==> src/rtl/inst_queue.sv <==
// rtl/inst_queue.sv - dual-issue instruction queue between fetch and dual decode
//
// Purpose: circular buffer of {inst, pc} entries. Fetch pushes up to two
// instructions per cycle and decode pops up to two per cycle. The two oldest
// entries are presented in program order as slot 0 and slot 1. A flush
// empties the queue in one cycle.
//
// Ports:
//   clk, rst_n            clock, synchronous active-low reset
//   flush                 discard all entries (redirect/mispredict)
//   in_valid[1:0]         fetch slot valid; bit 1 used only with bit 0
//   in_inst0/1, in_pc0/1  fetched instructions and PCs, slot 0 older
//   in_ready              queue can accept two entries this cycle
//   out_valid[1:0]        at least one / at least two entries held
//   out_inst0/1, out_pc0/1 oldest and second-oldest entries, zero when invalid
//   out_take[1:0]         decode pops; bit 1 used only with bit 0
//   count                 current occupancy
module inst_queue #(
  parameter int DEPTH = 8,
  parameter int WIDTH = 32
) (
  input  logic                     clk,
  input  logic                     rst_n,
  input  logic                     flush,
  input  logic [1:0]               in_valid,
  input  logic [WIDTH-1:0]         in_inst0,
  input  logic [WIDTH-1:0]         in_inst1,
  input  logic [WIDTH-1:0]         in_pc0,
  input  logic [WIDTH-1:0]         in_pc1,
  output logic                     in_ready,
  output logic [1:0]               out_valid,
  output logic [WIDTH-1:0]         out_inst0,
  output logic [WIDTH-1:0]         out_inst1,
  output logic [WIDTH-1:0]         out_pc0,
  output logic [WIDTH-1:0]         out_pc1,
  input  logic [1:0]               out_take,
  output logic [$clog2(DEPTH):0]   count
);

  localparam int PW = $clog2(DEPTH);
  localparam int CW = PW + 1;

  logic [PW-1:0]    head_q, head_d;
  logic [PW-1:0]    tail_q, tail_d;
  logic [CW-1:0]    count_q, count_d;
  logic [WIDTH-1:0] inst_q [DEPTH];
  logic [WIDTH-1:0] pc_q   [DEPTH];

  logic [1:0]       enq_n;
  logic [1:0]       deq_n;
  logic [PW-1:0]    head_p1;
  logic [PW-1:0]    tail_p1;

  // Pointers are exactly PW bits wide, so +1 wraps modulo DEPTH for free.
  assign head_p1 = head_q + 1'b1;
  assign tail_p1 = tail_q + 1'b1;

  always_comb begin
    // Ready and valid come from registered occupancy only, so a same-cycle
    // dequeue never raises in_ready and no input reaches an output.
    in_ready     = (count_q <= CW'(DEPTH - 2));
    out_valid[0] = (count_q != '0);
    out_valid[1] = (count_q > CW'(1));

    enq_n = 2'd0;
    if (in_ready && in_valid[0]) begin
      enq_n = in_valid[1] ? 2'd2 : 2'd1;
    end

    deq_n = 2'd0;
    if (out_take[0] && out_valid[0]) begin
      deq_n = (out_take[1] && out_valid[1]) ? 2'd2 : 2'd1;
    end

    if (flush) begin
      head_d  = '0;
      tail_d  = '0;
      count_d = '0;
    end else begin
      head_d  = head_q + PW'(deq_n);
      tail_d  = tail_q + PW'(enq_n);
      count_d = count_q + CW'(enq_n) - CW'(deq_n);
    end

    out_inst0 = out_valid[0] ? inst_q[head_q]  : '0;
    out_pc0   = out_valid[0] ? pc_q[head_q]    : '0;
    out_inst1 = out_valid[1] ? inst_q[head_p1] : '0;
    out_pc1   = out_valid[1] ? pc_q[head_p1]   : '0;

    count = count_q;
  end

  always_ff @(posedge clk) begin
    if (!rst_n) begin
      head_q  <= '0;
      tail_q  <= '0;
      count_q <= '0;
      for (int i = 0; i < DEPTH; i++) begin
        inst_q[i] <= '0;
        pc_q[i]   <= '0;
      end
    end else begin
      head_q  <= head_d;
      tail_q  <= tail_d;
      count_q <= count_d;
      // A flushed enqueue is dropped; stale contents stay but are gated off.
      if (!flush) begin
        if (enq_n != 2'd0) begin
          inst_q[tail_q] <= in_inst0;
          pc_q[tail_q]   <= in_pc0;
        end
        if (enq_n == 2'd2) begin
          inst_q[tail_p1] <= in_inst1;
          pc_q[tail_p1]   <= in_pc1;
        end
      end
    end
  end

endmodule

==> config.mk <==
export PLATFORM = sky130hd
export DESIGN_NAME = inst_queue
export DESIGN_NICKNAME = d
export VERILOG_FILES = /design/src/rtl/inst_queue.sv
export SDC_FILE = /design/constraint.sdc
export NUM_CORES = 1
export LEC_CHECK = 0
export BUFFER_PORTS_ARGS = -buffer_cell sky130_fd_sc_hd__buf_4
export CAP_MARGIN = 20
export CORE_ASPECT_RATIO = 0.5
export CORE_MARGIN = 2
export CORE_UTILIZATION = 29
export CTS_CLUSTER_DIAMETER = 40
export DETAILED_ROUTE_END_ITERATION = 8
export GPL_ROUTABILITY_DRIVEN = 0
export HOLD_SLACK_MARGIN = 0.15
export SLEW_MARGIN = 10
export SYNTH_ARGS = -nofsm -noshare
export SYNTH_HDL_FRONTEND = slang
export SYNTH_SLANG_ARGS = --single-unit
export TNS_END_PERCENT = 10
==> constraint.sdc <==
create_clock -name clk -period 15.9 [get_ports clk]
set_input_delay 1.59 -clock clk [delete_from_list [all_inputs] [get_ports clk]]
set_output_delay 1.59 -clock clk [all_outputs]
set_load 0.05 [all_outputs]
# Yosys cells after proc, flatten, opt, wreduce, memory -nomap -nowiden
# Memories as Yosys holds them, arrays and structs flattened. A register that Yosys moved wholly into a read port is not among the register bits.
# Index checks and enable logic that the tools add are counted.
[op_classes]
n_eq_ne = 1
n_lt_le_gt_ge = 2
bitwise_logic = 1
addsub = 6
mux = 31
reduce_logical = 10
[op_table]
columns = ["operator", "n"]
rows = [
  ["$mux 32", 8],
  ["$reduce_or 32->1", 4],
  ["$mux 3", 6],
  ["$mux 1", 13],
  ["$mux 2", 4],
  ["$add 3x1->3 const B", 2],
  ["$add 3x2->3", 2],
  ["$add 4x2->4", 1],
  ["$gt 4x1->1 const B", 1],
  ["$le 4x3->1 const B", 1],
  ["$reduce_bool 4->1", 1],
  ["$sub 4x2->4", 1],
  ["$logic_and 1x1->1", 3],
  ["$eq 2x2->1 const B", 1],
  ["$reduce_bool 2->1", 1],
  ["$reduce_or 2->1", 1],
  ["$not 1->1", 1],
]
[word_totals]
n_memories = 2
ram_bits = 512
reg_bits = 10
output_inout_bits = 135
[memory_table]
columns = ["name", "words", "width", "read_ports", "rd_ports_with_merged_regs", "write_ports", "line_no", "text"]
rows = [
  ["inst_q", 8, 32, 2, 1, 8, "46", "logic [WIDTH-1:0] inst_q [DEPTH];"],
  ["pc_q", 8, 32, 2, 1, 8, "47", "logic [WIDTH-1:0] pc_q [DEPTH];"],
]

# Logic depth before layout (Yosys ltp)
[logic_depth]
word_depth = 10
ltp_mapped = 15
ltp_nobuf = 14

# Least setup slack after synthesis
# OpenSTA, ideal clock, no wires.
[synth_path]
path_type = "in2reg"
startpoint = "input flush"
endpoint = "memory inst_q[7][0] (enable)"
path_buffers = 2
setup_time_ns = 0.574
path_slack_ns = 8.369
stages = 6
arrival_ns = 6.957
cell_sequence = "nand2b_1 nor2_1 nand4_1 buf_2 clkbuf_1 o21ai_0"
[synth_rtl]
columns = ["item", "line_no", "text"]
rows = [
  ["start: declaration", "24", "input logic flush,"],
  ["end: declaration", "46", ""],
]

# Worst setup path in the final report
[layout_path]
startpoint = "register head_q[1]"
endpoint = "output out_inst1[31]"
[layout_via]
elab_chain_len = 3
[layout_rtl]
columns = ["item", "line_no", "text"]
rows = [
  ["start: declaration", "43", "logic [PW-1:0] head_q, head_d;"],
  ["start signal: assignment", "95", "head_q <= '0;"],
  ["start signal: assignment", "103", "head_q <= head_d;"],
  ["$add 3x1->3", "55", "assign head_p1 = head_q + 1'b1;"],
  ["$mem_v2 8x32", "-", ""],
  ["$mux 32", "87", "out_inst1 = out_valid[1] ? inst_q[head_p1] : '0;"],
  ["end: declaration", "33", "output logic [WIDTH-1:0] out_inst1,"],
]
# No other way between the ends.

==> flow_metrics.py <==
metrics = {
    "timing": {
        "fmax_ghz": 0.161,
        "period_minus_slack_ns": 6.22,
        "final.period_utilization_pct": 39.1,
        "rsz0062_at_grt": "false",
        "fin_skew_ns": 0.0173,
        "max_slew_margin_pct": 16.9,
        "finalSetupViolCount": 0,
        "finalSetupTns_ns": 0,
        "worstMarginPinSlew_ns": 1.25,
        "slew_violations": 0,
        "finalHoldViolations": 0,
    },
    "synth": {
        "yosys.cell_count.top_type": "nand2_1",
        "synth_xor_area_share_pct": 0.207,
        "ys_top_cells_by_count": "nand2_1 (582), edfxtp_1 (512), o21ai_0 (397), mux4_2 (256), buf_2 (165)",
        "async_reset_ff_share_pct": 0,
        "synth_cells": 2436,
        "synth_top_area_cell": "edfxtp_1",
        "ys_ff_latch": 522,
        "syn_avg_cell_area_sq_um": 12.1,
        "synth_top_family_by_area": "multiplexers",
        "yosysTopAreaCellShare_pct": 52.0,
        "yosys_warnings": 0,
        "yosys-top-cells-area": "edfxtp_1 (52%), mux4_2 (20%), nand2_1 (7.4%)",
        "seq_area_frac_synth_pct": 52.7,
        "synthSimpleGateAreaFrac_pct": 9.36,
        "synth_compound_area_share_pct": 10.8,
        "synth_edf_count": 512,
        "syn_nets": 2586,
        "syn_area_sq_um": 29500,
        "synth_fa_ha_area_share_pct": 0.737,
        "synth_ff_type": "edfxtp_1",
        "synth.area.mux_share_pct": 21.7,
        "synth.distinct_cells": 35,
    },
    "worst_setup_path": {
        "path_cells": "ha_4 -> buf_4 -> buf_4 -> mux4_2 -> a22o_1 -> buf_4",
        "cp.required_ns": 14.31,
        "arrival_ns": 4.63,
        "startpoint_type": "flip-flop",
        "end_kind": "primary output",
        "max_stage_delay_ns": 0.87,
        "crit_type": "reg -> out",
        "slowest_stage": "buf_4",
        "cp_max_fo": 55,
        "crit_top_cell": "buf_4",
    },
    "routing": {
        "num_vias": 22400,
        "first_pass_iters": 6,
        "drc": 0,
        "drtIter0Drc": 2900,
        "viasPerCell": 5.61,
        "routed_wl_mm": 106,
        "antenna_left": 0,
        "routedWlPerCell_um": 26.5,
    },
    "place": {
        "port_buffers": 269,
        "hpwlAfterDp_mm": 58.5,
        "place_inst": 3826,
    },
    "power_and_ir_drop": {
        "ir_drop_mv": 0.116,
        "power_uw": 5090,
        "leakagePower_uw": 0.0114,
        "p_per_area_nw_per_um2": 144,
    },
    "global_routing": {
        "grt_use_total_pct": 19.6,
        "grt_pass1_wl_mm": 153,
        "grt_start_max_net_pins": 108,
        "grt-ovfl-total": 0,
        "antenna_found_initial": 18,
        "grt_pass1_vias": 22700,
    },
    "clock_tree": {
        "cts_tree": "built",
        "cts_resized": 0,
        "cts_made_buffers": 80,
        "clock_path_buffers": 3,
        "hold_buffers": 0,
        "cts_root_buf": "clkbuf_16",
        "cts_setup_buffers": 0,
        "clk_pin_slew_worst_paths_ns": 0.05,
        "clock_latency_ns": 0.62,
        "h-tree-depth": 3,
        "clock_sinks": 522,
    },
    "floorplanning": {
        "rows": 82,
        "start_util_pct": 29.4,
        "die_w_um": 455,
        "core_area_sq_um": 101000,
        "dieArea_sq_um": 105000,
        "ioPinCount": 270,
        "die_height_um": 230,
    },
    "layout": {
        "drive_gt1_share_pct": 27.6,
        "synthToLayoutAreaGrowth_pct": 19.3,
        "multi_input_area_sq_um": 12900,
        "instances_no_fill": 3984,
        "layout.nets": 2715,
        "regArea_sq_um": 15600,
        "fillers": 9726,
    },
    "min_path": {
        "hold_class": "reg -> reg",
    },
    "flow_run": {
        "drv_cap": 0,
    },
    "run_status": {
        "status": "finished, final reports clean",
    },
}
-- metrics by stage --
step	utilization [%]	cell area (sq um)	setup slack, ns	hold slack (ns)
final	35.1	35200	9.68	0.622
after detailed placement	32.4	32600	10.26	0.608
after global placement	32.4	32600	10.27	0.618
after CTS	35.0	35200	9.60	0.622
after global routing	35.1	35200	9.49	0.666
after floorplan	-	29500	8.37	0.562
-- registers in the layout, indices dropped and copies added (netlist names) --
| name | count |
|---|---|
| inst_q | 256 |
| pc_q | 256 |
| count | 4 |
| head_q | 3 |
| tail_q | 3 |
-- area by class of cell --
cell class / count / area share (%)
inverters: 11 / 0.117
well taps: 1344 / 4.77
repair buffers: 317 / 6.84
clock buffers: 91 / 5.86
clock inverters: 52 / 1.55
multi-input cells: 1633 / 36.5
flip-flops and latches: 522 / 44.2
diodes: 14 / 0.0994
-- power breakdown --
part / internal [uW] / switching (uW)
sequential: 1590 / 44.3
combinational: 540 / 1180
clock: 1080 / 655
total: 3210 / 1880
-- critical path: cells and delay by family, from the launching register on --
kind / cells / cell delay [ns]
flip-flops: 1 / 0.66
multiplexers: 1 / 0.61
adder cells (fa/ha/maj): 1 / 0.59
buffers and inverters: 3 / 1.74
AO/OA/AOI/OAI: 1 / 0.24
-- cells by family (layout without fill, tap and decap cells) --
family,count (synthesis),in the layout
simple gates,701,701
compound gates,590,590
flops,522,522
xor+xnor,7,7
other cells,0,14
fa+ha+maj,15,15
mux,320,320
buf+inv,281,471
-- path summary, 6_finish.rpt --
check	start	to	slack, ns	depth (start not counted)
worst max-delay path	head_q[1]	out_inst1[31]	9.68	6
worst min-delay path	tail_q[2]	tail_q[2]	0.62	2
worst max register to register	count[3]	inst_q[7][9]	11.46	9
worst min register to register	tail_q[2]	tail_q[2]	0.62	2
-- placed cells by master, fill, tap and decap left out, types with 10 or more instances in the layout --
cell	count
clkbuf_16	81
clkinv_1	12
mux2i_1	64
o21ai_0	390
o21ai_1	122
ha_1	10
edfxtp_1	512
inv_1	11
diode_2	14
a22o_1	64
nor2_1	76
buf_4	315
clkbuf_1	10
mux4_2	256
nand2_1	582
-- per-layer routing --
| metal | wire length, um | track usage (%) | vias to the layer above | part of all wire (%) |
|---|---|---|---|---|
| met2 | 52100 | 33.2 | 1342 | 49 |
| met3 | 9870 | 2.93 | 211 | 9.4 |
| met4 | 4470 | 9.58 | 8 | 4.2 |
| met1 | 39000 | 24.6 | 11300 | 37 |
| met5 | 38 | 0 | - | 0.036 |
| li1 | - | - | 9466 | - |
No activity file was read; power rests on OpenSTA's default activity.
